### src/rtl/tdm_demux4_pkg.sv
// Shared definitions for the 4-slot TDM demultiplexer.
// Contents: frame-alignment state enum, slot geometry constants and a
// helper that turns a slot index into a one-hot channel write enable.
package tdm_pkg;

    typedef enum logic {
        HUNT   = 1'b0,
        LOCKED = 1'b1
    } state_e;

    localparam int NUM_SLOTS = 4;
    localparam int SLOT_W    = 2;

    // One-hot channel select for a given slot index.
    function automatic logic [NUM_SLOTS-1:0] slot_onehot(input logic [SLOT_W-1:0] slot);
        slot_onehot = 4'b0001 << slot;
    endfunction

endpackage

### src/rtl/tdm_demux4_if.sv
// Bus interface of the TDM demultiplexer.
// Inputs (master -> slave): din, din_valid, frame_sync.
// Outputs (slave -> master): ch_data, ch_valid, frame_data, frame_valid,
// locked, sync_err. Channel k occupies bits [k*WIDTH +: WIDTH] of the
// packed data buses.
interface tdm_demux4_if
    import tdm_pkg::*;
#(
    parameter int WIDTH = 8
);
    logic [WIDTH-1:0]           din;
    logic                       din_valid;
    logic                       frame_sync;
    logic [NUM_SLOTS*WIDTH-1:0] ch_data;
    logic [NUM_SLOTS-1:0]       ch_valid;
    logic [NUM_SLOTS*WIDTH-1:0] frame_data;
    logic                       frame_valid;
    logic                       locked;
    logic                       sync_err;

    modport master (
        output din, din_valid, frame_sync,
        input  ch_data, ch_valid, frame_data, frame_valid, locked, sync_err
    );

    modport slave (
        input  din, din_valid, frame_sync,
        output ch_data, ch_valid, frame_data, frame_valid, locked, sync_err
    );
endinterface

### src/rtl/tdm_demux4_slot_ctrl.sv
// Frame alignment controller for the TDM demultiplexer.
// Tracks HUNT/LOCKED state and the current slot, and decides for each
// accepted word which channel (if any) it is written to.
// Ports:
//   clk, rst_n      clock, asynchronous active-low reset
//   din_valid_i     a word is present this cycle
//   frame_sync_i    the present word is slot 0
//   wr_en_o         one-hot channel write enable for the present word (comb)
//   locked_o        registered: high while in LOCKED
//   sync_err_o      registered one-cycle alignment error strobe
module tdm_slot_ctrl
    import tdm_pkg::*;
(
    input  logic                 clk,
    input  logic                 rst_n,
    input  logic                 din_valid_i,
    input  logic                 frame_sync_i,
    output logic [NUM_SLOTS-1:0] wr_en_o,
    output logic                 locked_o,
    output logic                 sync_err_o
);

    state_e              state_q, state_d;
    logic [SLOT_W-1:0]   slot_q, slot_d;
    logic                sync_err_q, sync_err_d;
    logic [NUM_SLOTS-1:0] wr_en_s;

    // State, slot counter and error strobe registers.
    always_ff @(posedge clk or negedge rst_n) begin
        if (!rst_n) begin
            state_q    <= HUNT;
            slot_q     <= {SLOT_W{1'b0}};
            sync_err_q <= 1'b0;
        end else begin
            state_q    <= state_d;
            slot_q     <= slot_d;
            sync_err_q <= sync_err_d;
        end
    end

    // Next-state, slot advance, write enable and error decision.
    always_comb begin
        state_d    = state_q;
        slot_d     = slot_q;
        sync_err_d = 1'b0;
        wr_en_s    = {NUM_SLOTS{1'b0}};
        if (din_valid_i) begin
            case (state_q)
                HUNT: begin
                    if (frame_sync_i) begin
                        wr_en_s = slot_onehot({SLOT_W{1'b0}});
                        slot_d  = SLOT_W'(1);
                        state_d = LOCKED;
                    end else begin
                        // Unaligned word: dropped while hunting.
                        state_d = HUNT;
                    end
                end
                LOCKED: begin
                    if (frame_sync_i) begin
                        // A sync always restarts the frame at slot 0; if it
                        // arrives mid-frame the partial frame is abandoned.
                        sync_err_d = (slot_q != {SLOT_W{1'b0}});
                        wr_en_s    = slot_onehot({SLOT_W{1'b0}});
                        slot_d     = SLOT_W'(1);
                    end else if (slot_q == {SLOT_W{1'b0}}) begin
                        // Slot 0 without sync: alignment lost.
                        sync_err_d = 1'b1;
                        state_d    = HUNT;
                        slot_d     = {SLOT_W{1'b0}};
                    end else begin
                        wr_en_s = slot_onehot(slot_q);
                        slot_d  = slot_q + SLOT_W'(1);
                    end
                end
                default: begin
                    state_d = HUNT;
                    slot_d  = {SLOT_W{1'b0}};
                end
            endcase
        end else begin
            state_d = state_q;
        end
    end

    assign wr_en_o    = wr_en_s;
    assign locked_o   = (state_q == LOCKED);
    assign sync_err_o = sync_err_q;

endmodule

### src/rtl/tdm_demux4.sv
// Time-division 1:4 demultiplexer (receive end of a 4-slot TDM link).
// Steers each accepted word to its channel hold register, assembles
// complete frames in a shadow register and publishes them atomically.
// Ports:
//   clk, rst_n   clock, asynchronous active-low reset
//   bus          tdm_demux4_if slave: din/din_valid/frame_sync in;
//                ch_data/ch_valid/frame_data/frame_valid/locked/sync_err out
module tdm_demux4
    import tdm_pkg::*;
#(
    parameter int WIDTH = 8
) (
    input  logic         clk,
    input  logic         rst_n,
    tdm_demux4_if.slave  bus
);

    logic [NUM_SLOTS-1:0]           wr_en_s;
    logic                           locked_s;
    logic                           sync_err_s;

    logic [NUM_SLOTS*WIDTH-1:0]     ch_data_q, ch_data_d;
    logic [NUM_SLOTS-1:0]           ch_valid_q, ch_valid_d;
    logic [(NUM_SLOTS-1)*WIDTH-1:0] shadow_q, shadow_d;
    logic [NUM_SLOTS*WIDTH-1:0]     frame_data_q, frame_data_d;
    logic                           frame_valid_q, frame_valid_d;

    tdm_slot_ctrl u_slot_ctrl (
        .clk          (clk),
        .rst_n        (rst_n),
        .din_valid_i  (bus.din_valid),
        .frame_sync_i (bus.frame_sync),
        .wr_en_o      (wr_en_s),
        .locked_o     (locked_s),
        .sync_err_o   (sync_err_s)
    );

    // Channel, shadow and frame register update from the write enables.
    always_comb begin
        ch_data_d     = ch_data_q;
        shadow_d      = shadow_q;
        frame_data_d  = frame_data_q;
        ch_valid_d    = wr_en_s;
        // Slot 3 can only be written after slots 0..2 of the same frame,
        // so its write enable doubles as the frame-complete strobe.
        frame_valid_d = wr_en_s[NUM_SLOTS-1];
        for (int k = 0; k < NUM_SLOTS; k++) begin
            if (wr_en_s[k]) begin
                ch_data_d[k*WIDTH +: WIDTH] = bus.din;
            end else begin
                ch_data_d[k*WIDTH +: WIDTH] = ch_data_q[k*WIDTH +: WIDTH];
            end
        end
        for (int k = 0; k < NUM_SLOTS-1; k++) begin
            if (wr_en_s[k]) begin
                shadow_d[k*WIDTH +: WIDTH] = bus.din;
            end else begin
                shadow_d[k*WIDTH +: WIDTH] = shadow_q[k*WIDTH +: WIDTH];
            end
        end
        if (wr_en_s[NUM_SLOTS-1]) begin
            frame_data_d = {bus.din, shadow_q};
        end else begin
            frame_data_d = frame_data_q;
        end
    end

    // Output and shadow registers.
    always_ff @(posedge clk or negedge rst_n) begin
        if (!rst_n) begin
            ch_data_q     <= {(NUM_SLOTS*WIDTH){1'b0}};
            ch_valid_q    <= {NUM_SLOTS{1'b0}};
            shadow_q      <= {((NUM_SLOTS-1)*WIDTH){1'b0}};
            frame_data_q  <= {(NUM_SLOTS*WIDTH){1'b0}};
            frame_valid_q <= 1'b0;
        end else begin
            ch_data_q     <= ch_data_d;
            ch_valid_q    <= ch_valid_d;
            shadow_q      <= shadow_d;
            frame_data_q  <= frame_data_d;
            frame_valid_q <= frame_valid_d;
        end
    end

    assign bus.ch_data     = ch_data_q;
    assign bus.ch_valid    = ch_valid_q;
    assign bus.frame_data  = frame_data_q;
    assign bus.frame_valid = frame_valid_q;
    assign bus.locked      = locked_s;
    assign bus.sync_err    = sync_err_s;

endmodule

### src/flat_wrapper.sv
// flat-port wrapper written by rule: the top's interface ports become plain ports
module tdm_demux4_flat import tdm_pkg::*;
#(
    parameter int WIDTH = 8
)
  (clk, rst_n, bus_din, bus_din_valid, bus_frame_sync, bus_ch_data, bus_ch_valid, bus_frame_data, bus_frame_valid, bus_locked, bus_sync_err);
  tdm_demux4_if #(.WIDTH(WIDTH)) bus_i ();
  input  logic clk;
  input  logic rst_n;
  input wire logic [$bits(bus_i.din)-1:0] bus_din;
  input wire logic [$bits(bus_i.din_valid)-1:0] bus_din_valid;
  input wire logic [$bits(bus_i.frame_sync)-1:0] bus_frame_sync;
  output wire logic [$bits(bus_i.ch_data)-1:0] bus_ch_data;
  output wire logic [$bits(bus_i.ch_valid)-1:0] bus_ch_valid;
  output wire logic [$bits(bus_i.frame_data)-1:0] bus_frame_data;
  output wire logic [$bits(bus_i.frame_valid)-1:0] bus_frame_valid;
  output wire logic [$bits(bus_i.locked)-1:0] bus_locked;
  output wire logic [$bits(bus_i.sync_err)-1:0] bus_sync_err;
  assign bus_i.din = bus_din;
  assign bus_i.din_valid = bus_din_valid;
  assign bus_i.frame_sync = bus_frame_sync;
  assign bus_ch_data = bus_i.ch_data;
  assign bus_ch_valid = bus_i.ch_valid;
  assign bus_frame_data = bus_i.frame_data;
  assign bus_frame_valid = bus_i.frame_valid;
  assign bus_locked = bus_i.locked;
  assign bus_sync_err = bus_i.sync_err;
  tdm_demux4 #(.WIDTH(WIDTH)) u_core (.clk(clk), .rst_n(rst_n), .bus(bus_i));
endmodule
### config.mk
export PLATFORM = sky130hd
export DESIGN_NAME = tdm_demux4_flat
export DESIGN_NICKNAME = d
export VERILOG_FILES = /design/src/rtl/tdm_demux4_pkg.sv /design/src/rtl/tdm_demux4_if.sv /design/src/rtl/tdm_demux4_slot_ctrl.sv /design/src/rtl/tdm_demux4.sv /design/src/flat_wrapper.sv
export SDC_FILE = /design/constraint.sdc
export NUM_CORES = 1
export LEC_CHECK = 0
export ABC_AREA = 1
export CAP_MARGIN = 20
export CORE_MARGIN = 8
export CORE_UTILIZATION = 50
export DETAILED_ROUTE_END_ITERATION = 8
export PLACE_DENSITY = 0.86
export SLEW_MARGIN = 5
export SYNTH_ARGS = -nofsm -noshare
export SYNTH_HDL_FRONTEND = slang
export SYNTH_SLANG_ARGS = --single-unit
### constraint.sdc
create_clock -name clk -period 2 [get_ports clk]
set_input_delay 0.2 -clock clk [delete_from_list [all_inputs] [get_ports clk]]
set_output_delay 0.2 -clock clk [all_outputs]
set_load 0.05 [all_outputs]
==> results_dict.tcl, run 1 <==
set metrics [dict create \
    die_height_um 89.2 \
    initialDrtViolationCount 153 \
    mostFrequentLayoutCell "nand2_1" \
    startpoint_type "flop" \
    synth_area_leader_cell "dfrtp_1" \
    core-area_mm2 0.00514 \
    ys_top_cells_by_area "dfrtp_1 (60%), nand2_1 (18%), nand3_1 (9.4%), buf_4 (3.6%), ha_1 (2.8%)" \
    crit_fanout 6 \
    synth_mux_area_share_pct 0 \
    slowest_stage "clkdlybuf4s50_1" \
    numPortBuffers 82 \
    fp.dieW_um 89.2 \
    drc 0 \
    die_area_mm2 0.00795 \
    worstPathArrival_ps 1630 \
    hpwl_um 5220 \
    grt_antenna_before_repair 0 \
    rsz0062_at_grt "false" \
    slowest_delay_ps 850 \
    ys_types 16 \
    drive_gt1_share_pct 7.96 \
    drv_slew 0 \
    drt.antenna.violating_nets 0 \
    seq_area_mm2 0.00160 \
    cp_cell_sequence "clkdlybuf4s50_1" \
    drt_pre_antenna_iters 4 \
    synth_warnings 0 \
    synth_compound_area_share_pct 0.187 \
    clk_pin_slew_worst_paths_ps 70 \
    syn_area_mm2 0.00268 \
    setup_viol 0 \
    initial_core_util_pct 52.1 \
    ios 83 \
    clockBufferDepth 2 \
    drt-total-wl_um 7030 \
    critPathTopFamily "buffers and inverters" \
    cts.sinks 64 \
    synth_top_family_by_area "simple AND/OR/NAND/NOR gates" \
    cts_setup_buffers 0 \
    worst_pin_slew_ps 522 \
    track_usage_pct 19.3 \
    fin_ws_ps 171 \
    clock_latency_ps 340 \
    antenna_cells 0 \
    setup_tns_ps 0 \
    row_count 26 \
    drv_cap 0 \
    reg2regPathDepth 6 \
    yosys.area_share.simple_pct 29.4 \
    root_buffer "clkbuf_8" \
    synthDominantCellAreaShare_pct 59.8 \
    gr-total-overflow 0 \
    mostFrequentLayoutCells "nand2_1 (131), clkdlybuf4s50_1 (81), dfrtp_1 (64)" \
    syn-num-nets 311 \
    cp-end-kind "output port" \
    wire_per_inst_um 15.7 \
    grt_pass1_wl_um 11500 \
    syn_avg_cell_area_um2 9.13 \
    pwr_density_cell_mw_per_mm2 1700 \
    cp_num_cells 1 \
    grt_pass1_vias 2280 \
    htree_levels 3 \
    syn_inst 293 \
    final_core_util_pct 72.1 \
    final_nets 391 \
    critPathBufInv 1 \
    fillerInstances 381 \
    relSlewSlack_pct 65.1 \
    synth-seq-cells 64 \
    cts_tree "done" \
    worstSetupPathType "reg2out" \
    startpoint "u_core.u_slot_ctrl.locked_o" \
    gp_congestion 0.782 \
    outcome "finished, final reports clean" \
    cts_buffers 9 \
    fmax_mhz 547 \
    fin_crit_ps 1830 \
    grt_start_max_net_pins 34 \
    vias 2288 \
    hold_path_class "in2async" \
    multi_input_area_um2 867 \
    hold_viol_final 0 \
    ir_drop_mv 0.985 \
    crit_required_ps 1800 \
    syn2layout_area_growth_pct 38.4 \
    ys_seq_area_share_pct 59.8 \
    leakagePower_nw 1.93 \
    finalCritPeriodShare_pct 91.5 \
    via_per_inst 5.12 \
    synth_fa_ha_area_share_pct 2.81 \
    detailedPlace.worstSlack_ps 355 \
    synth-xor-area-share_pct 0 \
    r2r-start "u_core.u_slot_ctrl.slot_q[1]" \
    finClkSkew_ps 5.43 \
]
## worst paths after layout
check                                            end  slack (ps)
max in group asynchronous   u_core.bus.frame_data[6]        1000
setup reg to reg           u_core.bus.frame_data[16]         390
hold / removal                u_core.bus.ch_valid[0]         340
setup / recovery                          bus_locked         170
hold reg to reg            u_core.bus.frame_data[20]         470
min in group clk           u_core.bus.frame_data[20]         470
## metrics by stage
stage	hold slack [ps]	std cells	instance area [um^2]	total power, mW
2_1_floorplan	-95.6	293	2680	4.04
3_3_place_gp	161	431	3490	5.10
3_5_place_dp	160	431	3490	5.19
4_1_cts	330	447	3700	6.37
5_1_grt	386	447	3700	6.60
6_report	340	447	3700	6.31
## per-layer routing
layer / up-vias / part of all wire (%) / GRT usage (%)
met2: 116 / 52 / 33.3
met4: 0 / 1.3 / 7.40
met3: 9 / 7.6 / 5.24
li1: 1071 / - / -
met1: 1092 / 39 / 22.1
met5: - / 0 / 0
## registers in the layout, indices dropped and copies added (netlist names)
| name | flops |
|---|---|
| u_core.u_slot_ctrl.slot_q | 2 |
| u_core.bus.ch_valid | 4 |
| u_core.u_slot_ctrl.locked_o | 1 |
| u_core.bus.ch_data | 16 |
| u_core.u_slot_ctrl.sync_err_o | 1 |
| u_core.bus.frame_data | 32 |
| u_core.shadow_q | 8 |
## where the power goes
part | internal (mW) | switching (mW)
logic | 0.935 | 2.17
registers | 1.71 | 0.329
clock network | 0.689 | 0.480
total | 3.33 | 2.98
## layout make-up
cell class	count	share of cell area, %
repair buffers	89	23.8
well taps	70	2.36
multi-input cells	194	23.4
clock buffers	9	3.34
clock inverters	6	2.30
inverters	15	1.52
flip-flops and latches	64	43.2
## worst register-to-register path, stage by stage, from the launching register on
cell and delay (ps):
dfrtp_1 420, ha_1 170, nand2_1 60, inv_2 330, nand2_4 290, nand2_1 170
nand2_1 70
## cell families after synthesis
kind of cell    after synthesis
flops                        64
buf+inv                      35
fa+ha+maj                     6
simple gates                187
compound gates                1
## what timing repair did
action | in CTS | in global routing
resized for setup | 0 | 0
setup endpoints to repair | 0 | 0
hold buffers | 1 | 0
hold endpoints to repair | 17 | 0
## Yosys cell counts
cell type / number
inv_2: 3
nor2_4: 1
nor2_1: 1
nor2_2: 1
nand3_1: 50
dfrtp_1: 64
nand2_4: 1
buf_6: 3
nand2_1: 131
o21ai_0: 1
clkinv_1: 2
inv_1: 10
ha_1: 6
buf_2: 4
buf_4: 13
nand2_2: 2
(Power assumes the default switching activity.)
==> run 2: changes to the inputs <==
==> constraint.sdc (replaced) <==
create_clock -name clk -period 2 [get_ports clk]
set_input_delay 0.4 -clock clk [delete_from_list [all_inputs] [get_ports clk]]
set_output_delay 0.4 -clock clk [all_outputs]
set_load 0.05 [all_outputs]
==> run 2 against run 1 <==
The run now ends with hold timing left; clock-buffer cell count up 3; clock skew up 3.5 ps; design area up 0.98%; worst hold slack worse by 350 ps; critical endpoint is now bus_ch_data[3].
==> results_dict.tcl, run 2 (same netlist as run 1, synthesis figures left out) <==
set metrics [dict create \
    fp.dieW_um 89.2 \
    outcome "complete, but fails checks" \
    cp-end-kind "output port" \
    pwr_density_cell_mw_per_mm2 1680 \
    setup_tns_ps 0 \
    cts_buffers 9 \
    crit_fanout 3 \
    root_buffer "clkbuf_8" \
    die_height_um 89.2 \
    grt_pass1_wl_um 11900 \
    slowest_delay_ps 820 \
    drc 0 \
    ir_drop_mv 0.934 \
    finalCritPeriodShare_pct 98.7 \
    internal-power_mw 3.27 \
    hold_viol_final 14 \
    clock_latency_ps 350 \
    htree_levels 3 \
    instances_no_fill 448 \
    grt_pass1_vias 2369 \
    fmax_mhz 507 \
    antenna_cells 0 \
    worstSetupPathType "reg2out" \
    pwr-share-comb_pct 49.4 \
    worstPathArrival_ps 1570 \
    relSlewSlack_pct 64.1 \
    final_core_util_pct 72.8 \
    critPathBufInv 1 \
    gr-total-overflow 0 \
    via_per_inst 5.18 \
    startpoint_type "flop" \
    crit_required_ps 1600 \
    initialDrtViolationCount 173 \
    cts_tree "done" \
    fin_ws_ps 26.3 \
    p_clk_share_pct 18.3 \
    fillerInstances 399 \
    numPortBuffers 82 \
    leakagePower_nw 2.10 \
    p_sw_mw 3.00 \
    detailedPlace.worstSlack_ps 97.6 \
    mostFrequentLayoutCells "nand2_1 (131), clkdlybuf4s50_1 (68), dfrtp_1 (64)" \
    critPathTopFamily "buffers and inverters" \
    row_count 26 \
    drt-total-wl_um 7260 \
    slowest_stage "clkdlybuf4s50_1" \
    grt_start_max_net_pins 34 \
    drt.antenna.violating_nets 0 \
    final_nets 391 \
    syn2layout_area_growth_pct 39.8 \
    setup_viol 0 \
    power.total_mw 6.27 \
    pwr-share-seq_pct 32.4 \
    rsz0062_at_grt "false" \
    dpl_cell_area_mm2 0.00350 \
    cp_cell_sequence "clkdlybuf4s50_1" \
    hold_buffers 0 \
    ios 83 \
    mostFrequentLayoutCell "nand2_1" \
    die_area_mm2 0.00795 \
    hpwl_um 5040 \
    drt_pre_antenna_iters 4 \
    grt_antenna_before_repair 0 \
    gp_congestion 0.805 \
    drv_cap 0 \
    switching_share_pct 47.8 \
    drive_gt1_share_pct 8.47 \
    finClkSkew_ps 8.91 \
    worst_pin_slew_ps 538 \
    cts.sinks 64 \
    fin_crit_ps 1970 \
    clockBufferDepth 2 \
    clk_pin_slew_worst_paths_ps 70 \
    hold_path_class "in2async" \
    track_usage_pct 19.8 \
    placed_cells 432 \
    drv_slew 0 \
    core-area_mm2 0.00514 \
    cts_setup_buffers 0 \
    violations "hold timing" \
    wire_per_inst_um 16.2 \
    final_cell_area_mm2 0.00374 \
    initial_core_util_pct 52.1 \
    largest_register_ffs 32 \
    vias 2319 \
    holdWs_ps -10.4 \
]
run 2: cell count changes in the layout (fill, tap and decap cells not counted):
cell / change
clkdlybuf4s50_1: -13
dlymetal6s2s_1: +12
clkinv_2: -2
bufinv_16: -1
clkbuf_1: +1
buf_4: +1
buf_12: +1
clkbuf_8: +2
dlygate4sd3_1: -1
clkinvlp_4: +1
run 2: path summary, 6_finish.rpt:
kind / startpoint / endpoint / slack, ps / cells past startpoint
worst max register to register: u_core.u_slot_ctrl.slot_q[1] / u_core.bus.frame_data[31] / 360 / 6
min in group clk: u_core.bus.frame_data[18] / u_core.bus.frame_data[18] / 470 / 2
worst min register to register: u_core.bus.frame_data[18] / u_core.bus.frame_data[18] / 470 / 2
worst max-delay path: u_core.bus.ch_data[3] / bus_ch_data[3] / 30 / 1
worst min-delay path: rst_n / u_core.bus.ch_data[14] / -10 / 1
max in group asynchronous: rst_n / u_core.bus.frame_data[6] / 1330 / 2
run 2: layer usage:
layer | wire length (um) | track usage (%)
met1 | 2830 | 23.6
met2 | 3640 | 33.0
met3 | 626 | 6.53
met4 | 166 | 6.50
met5 | 0 | 0
run 2: power by group through the flow:
stage               registers, mW  clock network [mW]  logic, mW
global placement             2.04                   0       3.06
global route                 2.10                1.20       3.28
finish                       2.03                1.15       3.10
floorplan                    3.39                   0      0.646
detailed placement           2.05                   0       3.12
CTS                          2.03                1.15       3.14
run 2: cell type report:
type                    instances  area (um^2)  share of cell area (%)
clock inverters                 4         52.6                    1.40
flip-flops and latches         64         1600                    42.8
inverters                      15         56.3                    1.51
multi-input cells             194          867                    23.2
repair buffers                 89          921                    24.6
well taps                      70         87.6                    2.34
clock buffers                  12          155                    4.15
run 2: timing repair:
action                                  4_1_cts  5_1_grt
endpoints found under the hold margin         0        0
endpoints found under the setup margin        0       12
gates resized for setup                       0       12
